===== src/rtl/eth_phy_mdio_ctrl.sv =====
// Ethernet PHY management controller: sequences the PHY hard reset, then runs one
// Clause-22 MDIO read or write frame per accepted request.
module eth_phy_mdio_ctrl #(
    parameter int CLK_DIV         = 10,
    parameter int PHY_RST_CYCLES  = 2500,
    parameter int PHY_WAIT_CYCLES = 5000
) (
    input  logic        clk,
    input  logic        rstn,
    input  logic        req_valid,
    output logic        req_ready,
    input  logic        req_wr,
    input  logic [4:0]  req_phyad,
    input  logic [4:0]  req_regad,
    input  logic [15:0] req_wdata,
    output logic        rsp_valid,
    output logic [15:0] rsp_rdata,
    output logic        rsp_err,
    output logic        busy,
    output logic        phy_rst_n,
    output logic        mdc,
    output logic        mdio_o,
    output logic        mdio_oe,
    input  logic        mdio_i
);

    localparam int MAX_A = (CLK_DIV > PHY_RST_CYCLES) ? CLK_DIV : PHY_RST_CYCLES;
    localparam int MAX_C = (MAX_A > PHY_WAIT_CYCLES) ? MAX_A : PHY_WAIT_CYCLES;
    localparam int CW    = $clog2(MAX_C + 1);

    localparam logic [CW-1:0] DIV_LAST  = CW'(CLK_DIV - 1);
    localparam logic [CW-1:0] RST_LAST  = CW'(PHY_RST_CYCLES - 1);
    localparam logic [CW-1:0] WAIT_LAST = CW'(PHY_WAIT_CYCLES - 1);

    typedef enum logic [2:0] {
        RST_PHY,
        WAIT_PHY,
        IDLE,
        SHIFT,
        DONE
    } state_t;

    state_t        r_state;
    state_t        w_state_nxt;

    logic [CW-1:0] r_cnt;
    logic [CW-1:0] r_div;
    logic [5:0]    r_bit;
    logic          r_mdc;
    logic          r_mdo;
    logic          r_oe;
    logic          r_ready;
    logic          r_busy;
    logic          r_phy_rst_n;
    logic          r_rsp_valid;
    logic [15:0]   r_rdata;
    logic          r_err;

    logic          r_wr;
    logic [4:0]    r_phyad;
    logic [4:0]    r_regad;
    logic [15:0]   r_wdata;
    logic [15:0]   r_shift;
    logic          r_err_sh;

    logic          w_accept;
    logic          w_tick;
    logic          w_rise;
    logic          w_fall;
    logic          w_last;
    logic [5:0]    w_bit_nxt;
    logic [63:0]   w_frame;
    logic          w_frame_bit;
    logic          w_ready_d;
    logic          w_busy_d;
    logic          w_phy_rst_n_d;
    logic          w_rsp_valid_d;

    assign w_accept    = req_valid && r_ready;
    assign w_tick      = (r_state == SHIFT) && (r_div == DIV_LAST);
    assign w_rise      = w_tick && !r_mdc;
    assign w_fall      = w_tick && r_mdc;
    assign w_last      = w_fall && (r_bit == 6'd63);
    assign w_bit_nxt   = r_bit + 6'd1;

    // Frame bit 0 sits at the MSB; read frames carry 1s where the PHY owns the line.
    assign w_frame     = {32'hFFFF_FFFF, 2'b01, (r_wr ? 2'b01 : 2'b10), r_phyad, r_regad,
                          (r_wr ? 2'b10 : 2'b11), (r_wr ? r_wdata : 16'hFFFF)};
    assign w_frame_bit = w_frame[6'd63 - w_bit_nxt];

    always_ff @(posedge clk or negedge rstn) begin
        if (!rstn) begin
            r_state <= RST_PHY;
        end else begin
            r_state <= w_state_nxt;
        end
    end

    always_comb begin
        w_state_nxt = r_state;
        case (r_state)
            RST_PHY:  if (r_cnt == RST_LAST)  w_state_nxt = WAIT_PHY;
            WAIT_PHY: if (r_cnt == WAIT_LAST) w_state_nxt = IDLE;
            IDLE:     if (w_accept)           w_state_nxt = SHIFT;
            SHIFT:    if (w_last)             w_state_nxt = DONE;
            DONE:                             w_state_nxt = IDLE;
            default:                          w_state_nxt = RST_PHY;
        endcase
    end

    // Status outputs are registered from the state being entered, so they line up with it.
    always_comb begin
        w_ready_d     = (w_state_nxt == IDLE);
        w_busy_d      = (w_state_nxt != IDLE);
        w_phy_rst_n_d = (w_state_nxt != RST_PHY);
        w_rsp_valid_d = (w_state_nxt == DONE);
    end

    always_ff @(posedge clk or negedge rstn) begin
        if (!rstn) begin
            r_cnt       <= '0;
            r_div       <= '0;
            r_bit       <= '0;
            r_mdc       <= 1'b0;
            r_mdo       <= 1'b1;
            r_oe        <= 1'b0;
            r_ready     <= 1'b0;
            r_busy      <= 1'b1;
            r_phy_rst_n <= 1'b0;
            r_rsp_valid <= 1'b0;
            r_rdata     <= '0;
            r_err       <= 1'b0;
            r_wr        <= 1'b0;
            r_phyad     <= '0;
            r_regad     <= '0;
            r_wdata     <= '0;
            r_shift     <= '0;
            r_err_sh    <= 1'b0;
        end else begin
            r_ready     <= w_ready_d;
            r_busy      <= w_busy_d;
            r_phy_rst_n <= w_phy_rst_n_d;
            r_rsp_valid <= w_rsp_valid_d;
            case (r_state)
                RST_PHY: begin
                    r_cnt <= (r_cnt == RST_LAST) ? '0 : r_cnt + CW'(1);
                end
                WAIT_PHY: begin
                    r_cnt <= (r_cnt == WAIT_LAST) ? '0 : r_cnt + CW'(1);
                end
                IDLE: begin
                    if (w_accept) begin
                        r_wr    <= req_wr;
                        r_phyad <= req_phyad;
                        r_regad <= req_regad;
                        r_wdata <= req_wdata;
                        r_div   <= '0;
                        r_bit   <= '0;
                        r_mdc   <= 1'b0;
                        r_oe    <= 1'b1;
                        r_mdo   <= 1'b1;
                    end
                end
                SHIFT: begin
                    if (w_tick) begin
                        r_div <= '0;
                        r_mdc <= ~r_mdc;
                    end else begin
                        r_div <= r_div + CW'(1);
                    end
                    // Read data is captured on the clk edge that raises mdc.
                    if (w_rise && !r_wr) begin
                        if (r_bit == 6'd47) begin
                            r_err_sh <= mdio_i;
                        end else if (r_bit >= 6'd48) begin
                            r_shift <= {r_shift[14:0], mdio_i};
                        end
                    end
                    if (w_fall) begin
                        if (r_bit == 6'd63) begin
                            r_oe    <= 1'b0;
                            r_mdo   <= 1'b1;
                            r_rdata <= r_wr ? 16'h0000 : r_shift;
                            r_err   <= r_wr ? 1'b0 : r_err_sh;
                        end else begin
                            r_bit <= w_bit_nxt;
                            r_mdo <= w_frame_bit;
                            r_oe  <= r_wr || (w_bit_nxt < 6'd46);
                        end
                    end
                end
                default: begin
                end
            endcase
        end
    end

    assign req_ready = r_ready;
    assign busy      = r_busy;
    assign phy_rst_n = r_phy_rst_n;
    assign rsp_valid = r_rsp_valid;
    assign rsp_rdata = r_rdata;
    assign rsp_err   = r_err;
    assign mdc       = r_mdc;
    assign mdio_o    = r_mdo;
    assign mdio_oe   = r_oe;

endmodule


===== config.mk =====
export PLATFORM = sky130hd
export DESIGN_NAME = eth_phy_mdio_ctrl
export DESIGN_NICKNAME = d
export VERILOG_FILES = /design/src/rtl/eth_phy_mdio_ctrl.sv
export SDC_FILE = /design/constraint.sdc
export NUM_CORES = 1
export LEC_CHECK = 0
export ABC_AREA = 1
export BUFFER_PORTS_ARGS = -buffer_cell sky130_fd_sc_hd__clkbuf_2
export CORE_ASPECT_RATIO = 0.75
export CORE_MARGIN = 5
export CORE_UTILIZATION = 53
export CTS_CLUSTER_SIZE = 30
export DETAILED_ROUTE_END_ITERATION = 8
export GPL_TIMING_DRIVEN = 1
export PLACE_DENSITY = 0.76
export RECOVER_POWER = 100
export SETUP_SLACK_MARGIN = 0.1
export SLEW_MARGIN = 20
export SYNTH_ARGS = -nofsm -noshare
export SYNTH_HDL_FRONTEND = slang
export SYNTH_SLANG_ARGS = --single-unit

===== constraint.sdc =====
create_clock -name clk -period 1.64 [get_ports clk]
set_clock_uncertainty 0.15 [all_clocks]
set_input_delay 0 -clock clk [delete_from_list [all_inputs] [get_ports clk]]
set_output_delay 0 -clock clk [all_outputs]
set_load 0.01 [all_outputs]

Word level (Yosys, flattened, before mapping)
Cells that the tools add are included.
{"block": "word_totals", "out_inout_bits": 24, "reg_bits": 103, "in_bits": 31}
{"block": "op_classes", "muxes": 32, "magnitude_cmp": 3, "n_eq_ne": 16, "n_reduce_logical": 21, "addsub": 4, "n_bitwise": 2}
{"op": "13-bit two-way mux", "count": 4}
{"op": "13-bit case mux with 2 select lines", "count": 2}
{"op": "16-bit two-way mux", "count": 2}
{"op": "13-bit by 1-bit adder with 13-bit output (second input constant)", "count": 2}
{"op": "6-bit two-way mux", "count": 3}
{"op": "3-bit case mux with 5 select lines", "count": 1}
{"op": "13-bit by 12-bit equality test with 1-bit output (second input constant)", "count": 1}
{"op": "13-bit equality test (second input constant)", "count": 1}
{"op": "13-bit by 4-bit equality test with 1-bit output (second input constant)", "count": 1}
{"op": "6-bit equality test (second input constant)", "count": 2}
{"op": "3-bit two-way mux", "count": 4}
{"op": "6-bit case mux with 2 select lines", "count": 1}
{"op": "3-bit AND reduction", "count": 4}
{"op": "1-bit two-way mux", "count": 10}
{"op": "3-bit by 2-bit equality test with 1-bit output (second input constant)", "count": 3}
{"op": "2-bit inequality test (second input constant)", "count": 4}
{"op": "4-bit AND reduction", "count": 2}
{"op": "6-bit by 7-bit < comparator with 1-bit output (second input constant)", "count": 1}
{"op": "6-bit by 1-bit adder with 6-bit output (second input constant)", "count": 1}
{"op": "1-bit binary-select mux with 6-bit select", "count": 1}
{"op": "3-bit equality test (second input constant)", "count": 2}
{"op": "6-bit greater-or-equal comparator (second input constant)", "count": 1}
{"op": "1-bit logical AND", "count": 6}
{"op": "6-bit < comparator (second input constant)", "count": 1}
{"op": "other kinds (12)", "count": 18}

Logic depth before layout (Yosys ltp)
Gate-level depths: netlist of the first run.
{"block": "depth", "depth_word": 7, "mapped_depth": 12, "ltp_nobuf": 12}

Worst setup path after synthesis of the first run
OpenSTA, ideal clock, no wires.
{"block": "synth_timing", "path_kind": "flip-flop to flip-flop", "startpoint": "register r_div[1]", "endpoint": "register r_bit[5]", "path_buffers": 1, "t_required_ns": 1.372, "t_arrival_ns": 1.483, "stages_incl_launch_ff": 13, "slack_ns": -0.111, "path_cell_list": "dfrtp_1 -> inv_1 -> ha_1 -> nand2_1 -> nor3_2 -> nand2_2 -> nor2_8 -> nor2_4 -> nor2_4 -> o21ai_2 -> buf_6 -> nand2_2 -> o21ai_2"}
{"block": "synth_via", "elab_chain_cells": 5}
{"element": "from (decl)", "line": "47", "rtl": "logic [CW-1:0] r_div;"}
{"element": "from (signal assigned)", "line": "169", "rtl": "r_div <= r_div + CW'(1);"}
{"element": "13-bit by 4-bit equality test with 1-bit output", "line": "80", "rtl": "assign w_tick = (r_state == SHIFT) && (r_div == DIV_LAST);"}
{"element": "1-bit logical AND", "line": "80"}
{"element": "1-bit logical AND", "line": "82", "rtl": "assign w_fall = w_tick && r_mdc;"}
{"element": "2-bit inequality test (no line)"}
{"element": "4-bit AND reduction (no line)"}
{"element": "to (signal assigned)", "line": "186", "rtl": "r_bit <= w_bit_nxt;"}
{"element": "to (decl)", "line": "48", "rtl": "logic [5:0] r_bit;"}
No other way between the ends.
A chain may end at the register's enable or synchronous reset.

Worst setup path after layout of the first run
{"block": "layout_timing", "startpoint": "register r_div[1]", "endpoint": "register r_phy_rst_n, in the netlist phy_rst_n"}
{"block": "layout_via", "elab_chain_cells": 7}
{"element": "13-bit by 4-bit equality test with 1-bit output", "line": "80"}
{"element": "1-bit logical AND", "line": "80"}
{"element": "1-bit logical AND", "line": "82"}
{"element": "1-bit logical AND", "line": "83", "rtl": "assign w_last = w_fall && (r_bit == 6'd63);"}
{"element": "3-bit two-way mux", "line": "105", "rtl": "SHIFT: if (w_last) w_state_nxt = DONE;"}
{"element": "3-bit case mux with 5 select lines", "line": "101", "rtl": "case (r_state)"}
{"element": "3-bit nonzero test", "line": "115", "rtl": "w_phy_rst_n_d = (w_state_nxt != RST_PHY);"}
{"element": "net w_phy_rst_n_d", "line": "76", "rtl": "logic w_phy_rst_n_d;"}
{"element": "to (signal assigned)", "line": "142", "rtl": "r_phy_rst_n <= w_phy_rst_n_d;"}
{"element": "to (decl)", "line": "54", "rtl": "logic r_phy_rst_n;"}
The timed path passes the listed nets, and every way through them passes these cells.

==> metrics.md, run 1 <==
| Metric | Value |
|---|---|
| Register Area | `0.002582 sq mm` |
| Number of DRC markers in iteration 0 | `808` |
| Worst VDD drop | `668.2 uV` |
| Failing checks | `negative setup slack` |
| Fin crit period | `2.099 ns` |
| Worst Reg-to-Reg Cells | `11` |
| Final setup vio count | `99` |
| Crit path buf inv count | `2` |
| Port Buffers | `54` |
| Gr usage total | `29.70%` |
| Average size of a mapped cell | `8.338 sq um` |
| CTS Buf Count | `9` |
| Number of global-route vias before repair | `5424` |
| Slew headroom | `40.76%` |
| Ys Warns | `0` |
| P&R area growth vs syn | `61.91%` |
| Vias per Instance | `6.241` |
| Seq/Total Area, Yosys | `49.75%` |
| EDFF count, synth | `0` |
| Area occupied by multi-input gates | `0.003129 sq mm` |
| Fin. Hold Viols | `0` |
| DRT Pass-1 Iters | `6` |
| CORE AREA | `0.009619 sq mm` |
| Async SR Flop Fraction | `100.0%` |
| H-tree Lvls | `3` |
| Share of the synthesized area in the top cell type | `48.73%` |
| Worst skew pair latency | `0.36 ns` |
| Actual slew at the worst max-slew pin | `0.8886 ns` |
| CP startpoint kind | `flop` |
| Cell taking the most area after synthesis | `dfrtp_1` |
| Vias | `5948` |
| Die height | `95.67 um` |
| Maxcap violations | `0` |
| Ratio of cells with drive above 1 in the final layout | `48.72%` |
| Status | `complete, but fails checks` |
| Fin cells | `953` |
| Tcrit/Tclk final | `128.0%` |
| Largest net degree at the start of global routing | `36` |
| Ys flop type | `dfrtp_1` |
| Leak | `3.989 nW` |
| Crit. End Element | `flop` |
| Cell mode on critical path | `nor2_4` |
| CTS root buf | `clkbuf_16` |
| Pwr per Cell Area | `599.0 mW/mm^2` |
| R2R setup slack | `-0.46 ns` |
| Initial antenna violation count | `0` |
| CP required | `1.72 ns` |
| DPL Wire Length | `8.836 mm` |
| I/O pins | `55` |
| Top Family by Delay on Critical Path | `simple AND/OR/NAND/NOR gates` |
| Unique masters post-synth | `40` |
| Die X | `124.2 um` |
| Post-route cell area | `0.008397 sq mm` |
| Max incr delay on CP | `0.41 ns` |
| Unrepaired setup endpoints after global routing | `true` |
| F_max | `0.4765 GHz` |
| Final nets | `851` |
| Post-synthesis register bit count | `103` |
| Global-route wire length before repair | `27.97 mm` |
| Worst Setup Path Type | `flop to flop` |
| Reg2reg start | `r_div[1]` |
| Critical Path AT | `2.18 ns` |
| Synthesized area | `0.005186 sq mm` |
| Final Max Tran Viols | `0` |
| Post-route DRC | `0` |
| Syn Nets | `657` |
| CP cell instances | `inv_2 > ha_4 > nand2_4 > nor3_4 > nand2_2 > nor2_8 > nor2_4 > nor2_4 > inv_2 > nor2_4 > nand3_1` |
| Global placer's final weighted congestion | `0.9307` |
| Fill count | `401` |
| Hold Crit Class | `input port to asynchronous set/reset pin` |
| Synth top area cells | `dfrtp_1 (49%), nand2_1 (11%), inv_1 (6.3%)` |
| Area after DPL | `0.006167 sq mm` |
| Total Wirelength | `22.53 mm` |
| Post-route setup slack | `-0.4586 ns` |
| GR Overflow Total | `0` |
| Crit path max fanout | `4` |
| Pre-CTS WS | `-0.3087 ns` |
| CP max stage cell | `dfrtp_1` |
| Number of standard cells after synthesis | `622` |
| CTS Sinks | `103` |
| Diode count | `0` |
| Clk buf depth | `2` |
| Clock Pin Slew Worst Setup and Hold Paths | `0.08 ns` |
| CTS tree | `done` |
| FP Rows | `31` |
| Detail Route Antenna Nets | `0` |
| FF-to-FF End | `phy_rst_n` |
| WL/cell | `23.64 um` |
| Die Area | `0.01188 sq mm` |
| Initial Utilization | `53.92%` |
| Placed insts | `858` |
## flip-flops by register name (all words and copies together), names as in the netlist, 3 cells and up
| name | count |
|---|---|
| r_wdata | 16 |
| r_cnt | 13 |
| r_bit | 6 |
| r_phyad | 5 |
| rsp_rdata | 16 |
| r_state | 3 |
| r_shift | 16 |
| r_regad | 5 |
| r_div | 13 |
## layout make-up
class / count / area share, %
well taps: 132 / 1.967
multi-input cells: 403 / 37.27
clock inverters: 6 / 0.8643
inverters: 97 / 4.560
repair buffers: 202 / 21.74
clock buffers: 10 / 2.846
flip-flops and latches: 103 / 30.76
## stage by stage
stage | utilization, % | total power [mW] | hold WS [ns] | TNS (ns)
floorplan | - | 2.589 | -0.4456 | -1.552
global placement | 64.11 | 2.687 | -0.1636 | -4.953
detailed placement | 64.11 | 2.690 | -0.1530 | -8.242
CTS | 78.56 | 4.951 | 0.02268 | -10.13
global route | 87.29 | 5.137 | 0.2435 | -32.67
finish | 87.29 | 5.030 | 0.1382 | -24.86
## placed cells by master (no fill, tap or decap), drive strengths merged
cell         netlist  layout
a211oi             1       1
a21oi              5       5
a31oi              1       1
and2               2       2
and3               3       3
buf               18     112
bufinv             0       1
clkbuf             2      71
clkinv             1       3
clkinvlp           0       1
dfrtp            101     101
dfstp              2       2
dlygate4sd3        0      29
ha                 4       4
inv               96      98
mux2               1       1
nand2            155     155
nand3             49      49
nand3b             2       2
nand4              9       9
nor2              47      47
nor3              17      17
nor3b              1       1
nor4               2       2
o21a               2       2
o21ai             67      68
o22ai              7       7
o31ai             16      16
or2                1       1
xnor2              1       1
xor2               9       9
## report_power, final
group          total (mW)  internal, mW  switching (mW)
clock network        2.33          1.25            1.08
logic               0.161        0.0746          0.0868
registers            2.54          2.54               0
total                5.03          3.86            1.17
## routing by layer
layer,part of all wire [%],track usage (%),wire length [um],vias up
met4,8.1,11.59,1830,0
met2,47,52.65,10680,538
met3,10,5.487,2280,209
li1,-,-,-,2391
met1,34,36.60,7735,2810
met5,0,0,0,-
## worst max path at each step
stage	from	end	slack (ns)	depth (start not counted)
after detailed placement	r_bit[0]	r_bit[1]	-0.31	8
final	r_div[1]	phy_rst_n	-0.46	11
after global routing	r_div[1]	r_bit[1]	-0.51	11
after CTS	r_bit[0]	rsp_rdata[9]	-0.21	10
after floorplan	r_div[1]	r_bit[5]	-0.11	12
after global placement	r_bit[0]	r_bit[1]	-0.23	8
## kinds of logic after synthesis
logic type | after synthesis | synth area share [%]
compound gates | 99 | 12.30
xor+xnor | 10 | 1.689
fa+ha+maj | 4 | 0.9651
buf+inv | 117 | 9.264
flops | 103 | 49.75
mux | 1 | 0.2171
simple gates | 288 | 25.81
## timing repair
action | CTS | global route
hold buffers | 29 | 0
cloned | 9 | 5
setup endpoints to repair | 92 | 102
pin swaps | 26 | 32
gates resized for setup | 139 | 172
buffers inserted | 20 | 22
hold endpoints to repair | 130 | 0
## cells in the mapped netlist (4+ instances only)
cell,instances
nand2_1,148
dfrtp_1,101
inv_1,87
nand3_1,49
o21ai_0,39
nor2_1,34
o21ai_1,20
buf_2,15
nor3_1,15
o31ai_2,11
inv_2,9
nor2_2,9
xor2_1,9
nand4_1,8
o21ai_2,8
o22ai_1,7
nand2_2,6
a21oi_1,5
o31ai_1,5
ha_1,4
Note: power is estimated with default switching activity, not from simulation.
==> inputs of run 2 (changes only) <==
--- a/config.mk
+++ b/config.mk
@@ -8,7 +8,6 @@
 export ABC_AREA = 1
 export BUFFER_PORTS_ARGS = -buffer_cell sky130_fd_sc_hd__clkbuf_2
 export CORE_ASPECT_RATIO = 0.75
-export CORE_MARGIN = 5
 export CORE_UTILIZATION = 53
 export CTS_CLUSTER_SIZE = 30
 export DETAILED_ROUTE_END_ITERATION = 8
==> metrics.md, run 2 (synthesis results as in run 1) <==
| Metric | Value |
|---|---|
| Final Max Tran Viols | `0 (unchanged)` |
| Die X | `116.2 um (-6.4%)` |
| Placed insts | `859 (+0.12%)` |
| CP max stage cell | `dfrtp_1` |
| Largest net degree at the start of global routing | `36 (unchanged)` |
| P&R area growth vs syn | `49.07%` |
| Die height | `87.67 um (-8.4%)` |
| Critical Path AT | `2.22 ns (+0.04 ns)` |
| Vias per Instance | `5.799 (-7.1%)` |
| Crit path max fanout | `3 (-1)` |
| Pre-CTS WS | `-0.3691 ns (-0.06044 ns)` |
| CP cell instances | `ha_4 > nand2_4 > buf_4 > nand2_1 > inv_2 > buf_4 > nand3_1 > nand3_1 > a21oi_1 > nor2_2 > nor2_1` |
| Gr usage total | `29.41% (-0.29 points)` |
| Post-route setup slack | `-0.4280 ns (+0.03058 ns)` |
| CORE AREA | `0.009271 sq mm (-3.6%)` |
| Diode count | `0 (unchanged)` |
| Slew headroom | `39.55% (-1.2 points)` |
| Hold Crit Class | `input port to asynchronous set/reset pin` |
| Most frequent cells in the layout | `nand2_1 (109), dfrtp_1 (99), inv_1 (76)` |
| Fin util | `83.39% (-3.9 points)` |
| Maxcap violations | `0 (unchanged)` |
| DPL Wire Length | `8.846 mm (+0.10%)` |
| Global-route wire length before repair | `22.97 mm (-18%)` |
| Failing checks | `negative setup slack` |
| Final setup TNS | `-16.80 ns (+8.063 ns)` |
| Ratio of cells with drive above 1 in the final layout | `41.07% (-7.6 points)` |
| Worst Reg-to-Reg Cells | `11 (unchanged)` |
| CP startpoint kind | `flop` |
| F_max | `0.4836 GHz (+1.5%)` |
| Crit. End Element | `flop` |
| Pwr per Cell Area | `648.1 mW/mm^2 (+8.2%)` |
| Worst VDD drop | `683.4 uV (+2.3%)` |
| Leak | `3.695 nW (-7.4%)` |
| CTS Buf Count | `9 (unchanged)` |
| WL/cell | `19.15 um (-19%)` |
| Detail Route Antenna Nets | `0 (unchanged)` |
| FP Rows | `30 (-3.2%)` |
| Final hold slack | `0.1426 ns (+0.004460 ns)` |
| GR Overflow Total | `0 (unchanged)` |
| Worst skew pair latency | `0.37 ns (about the same)` |
| CTS tree | `done` |
| CTS Sinks | `103 (unchanged)` |
| Unrepaired setup endpoints after global routing | `true` |
| CP required | `1.79 ns (+0.07 ns)` |
| Status | `complete, but fails checks` |
| Total Wirelength | `17.79 mm (-21%)` |
| CTS root buf | `clkbuf_16` |
| Max incr delay on CP | `0.45 ns (+0.04 ns)` |
| Final nets | `831 (-2.4%)` |
| Initial Utilization | `55.94% (+2.0 points)` |
| I/O pins | `55 (unchanged)` |
| Clock Pin Slew Worst Setup and Hold Paths | `0.09 ns (about the same)` |
| Vias | `5387 (-9.4%)` |
| H-tree Lvls | `3 (unchanged)` |
| Port Buffers | `54 (unchanged)` |
| Die Area | `0.01019 sq mm (-14%)` |
| Actual slew at the worst max-slew pin | `0.9067 ns (+0.01816 ns)` |
| Post-route DRC | `0 (unchanged)` |
| Fin. Hold Viols | `0 (unchanged)` |
| Fin crit period | `2.068 ns (-0.03058 ns)` |
| Initial antenna violation count | `0 (unchanged)` |
| Number of DRC markers in iteration 0 | `642 (-21%)` |
| Global placer's final weighted congestion | `0.9140 (-1.8%)` |
| DRT Pass-1 Iters | `6 (unchanged)` |
| Tcrit/Tclk final | `126.1% (-1.9 points)` |
| Final setup vio count | `68 (-31%)` |
| Design Power | `5.010 mW (-0.38%)` |
| Number of global-route vias before repair | `4926 (-9.2%)` |
| Post-route cell area | `0.007731 sq mm (-7.9%)` |
| Most common cell after layout, fill and taps aside | `nand2_1` |
| Clk buf depth | `2 (unchanged)` |
| Fin cells | `929 (-2.5%)` |
| Area after DPL | `0.006212 sq mm (+0.73%)` |
| Worst Setup Path Type | `flop to flop` |
## run 2: cell count changes in the layout (fill, tap and decap cells not counted), moves of 6 or more
cell,delta
nand2_4,-27
nand2_1,+26
o21ai_2,-23
buf_6,-16
o21ai_1,+14
o21ai_0,+9
clkbuf_1,+7
o31ai_2,+7
buf_16,-6
o31ai_4,-6
## run 2: routing by layer
layer | vias up | wire length (um) | track usage (%)
met1 | 2616 | 6717 | 36.67
met2 | 319 | 8906 | 51.26
met5 | - | 0 | 0
met3 | 96 | 1330 | 5.952
met4 | 0 | 831 | 10.02
li1 | 2356 | - | -
## run 2: path summary, 6_finish.rpt
path	from	slack [ns]	end
hold reg to reg	r_shift[7]	0.35	r_shift[7]
setup reg to reg	r_bit[0]	-0.43	mdio_o
max in group asynchronous	rstn	0.20	r_cnt[2]
min in group clk	req_valid	0.18	r_wdata[8]
setup / recovery	r_bit[0]	-0.43	mdio_o
hold / removal	rstn	0.14	r_wr
## run 2: area by class of cell
class | instances | area [sq um]
inverter | 97 | 385.4
timing repair buffer | 182 | 1524
clock inverter | 7 | 88.84
multi-input combinational | 403 | 2765
fill | 511 | 1540
clock buffer | 9 | 225.2
tap | 128 | 160.2
sequential | 103 | 2582
## run 2: power breakdown
part / switching [mW] / internal [mW] / total [mW]
registers: 0 / 2.54 / 2.54
logic: 0.0803 / 0.0745 / 0.155
clock network: 1.10 / 1.22 / 2.32
## run 2: timing repair
item / in CTS / in global routing
buffers inserted: 8 / 14
endpoints found under the setup margin: 89 / 90
cloned: 1 / 5
hold buffers: 29 / 0
pin swaps: 20 / 29
hold endpoints to repair: 132 / 0
gates resized for setup: 97 / 103
## run 2: worst max-delay path: cells and delay by family (launching register included)
family | cells | cell delay [ns]
buf+inv | 3 | 0.35
flops | 1 | 0.45
fa+ha+maj | 1 | 0.19
simple gates | 6 | 0.60
compound gates | 1 | 0.27
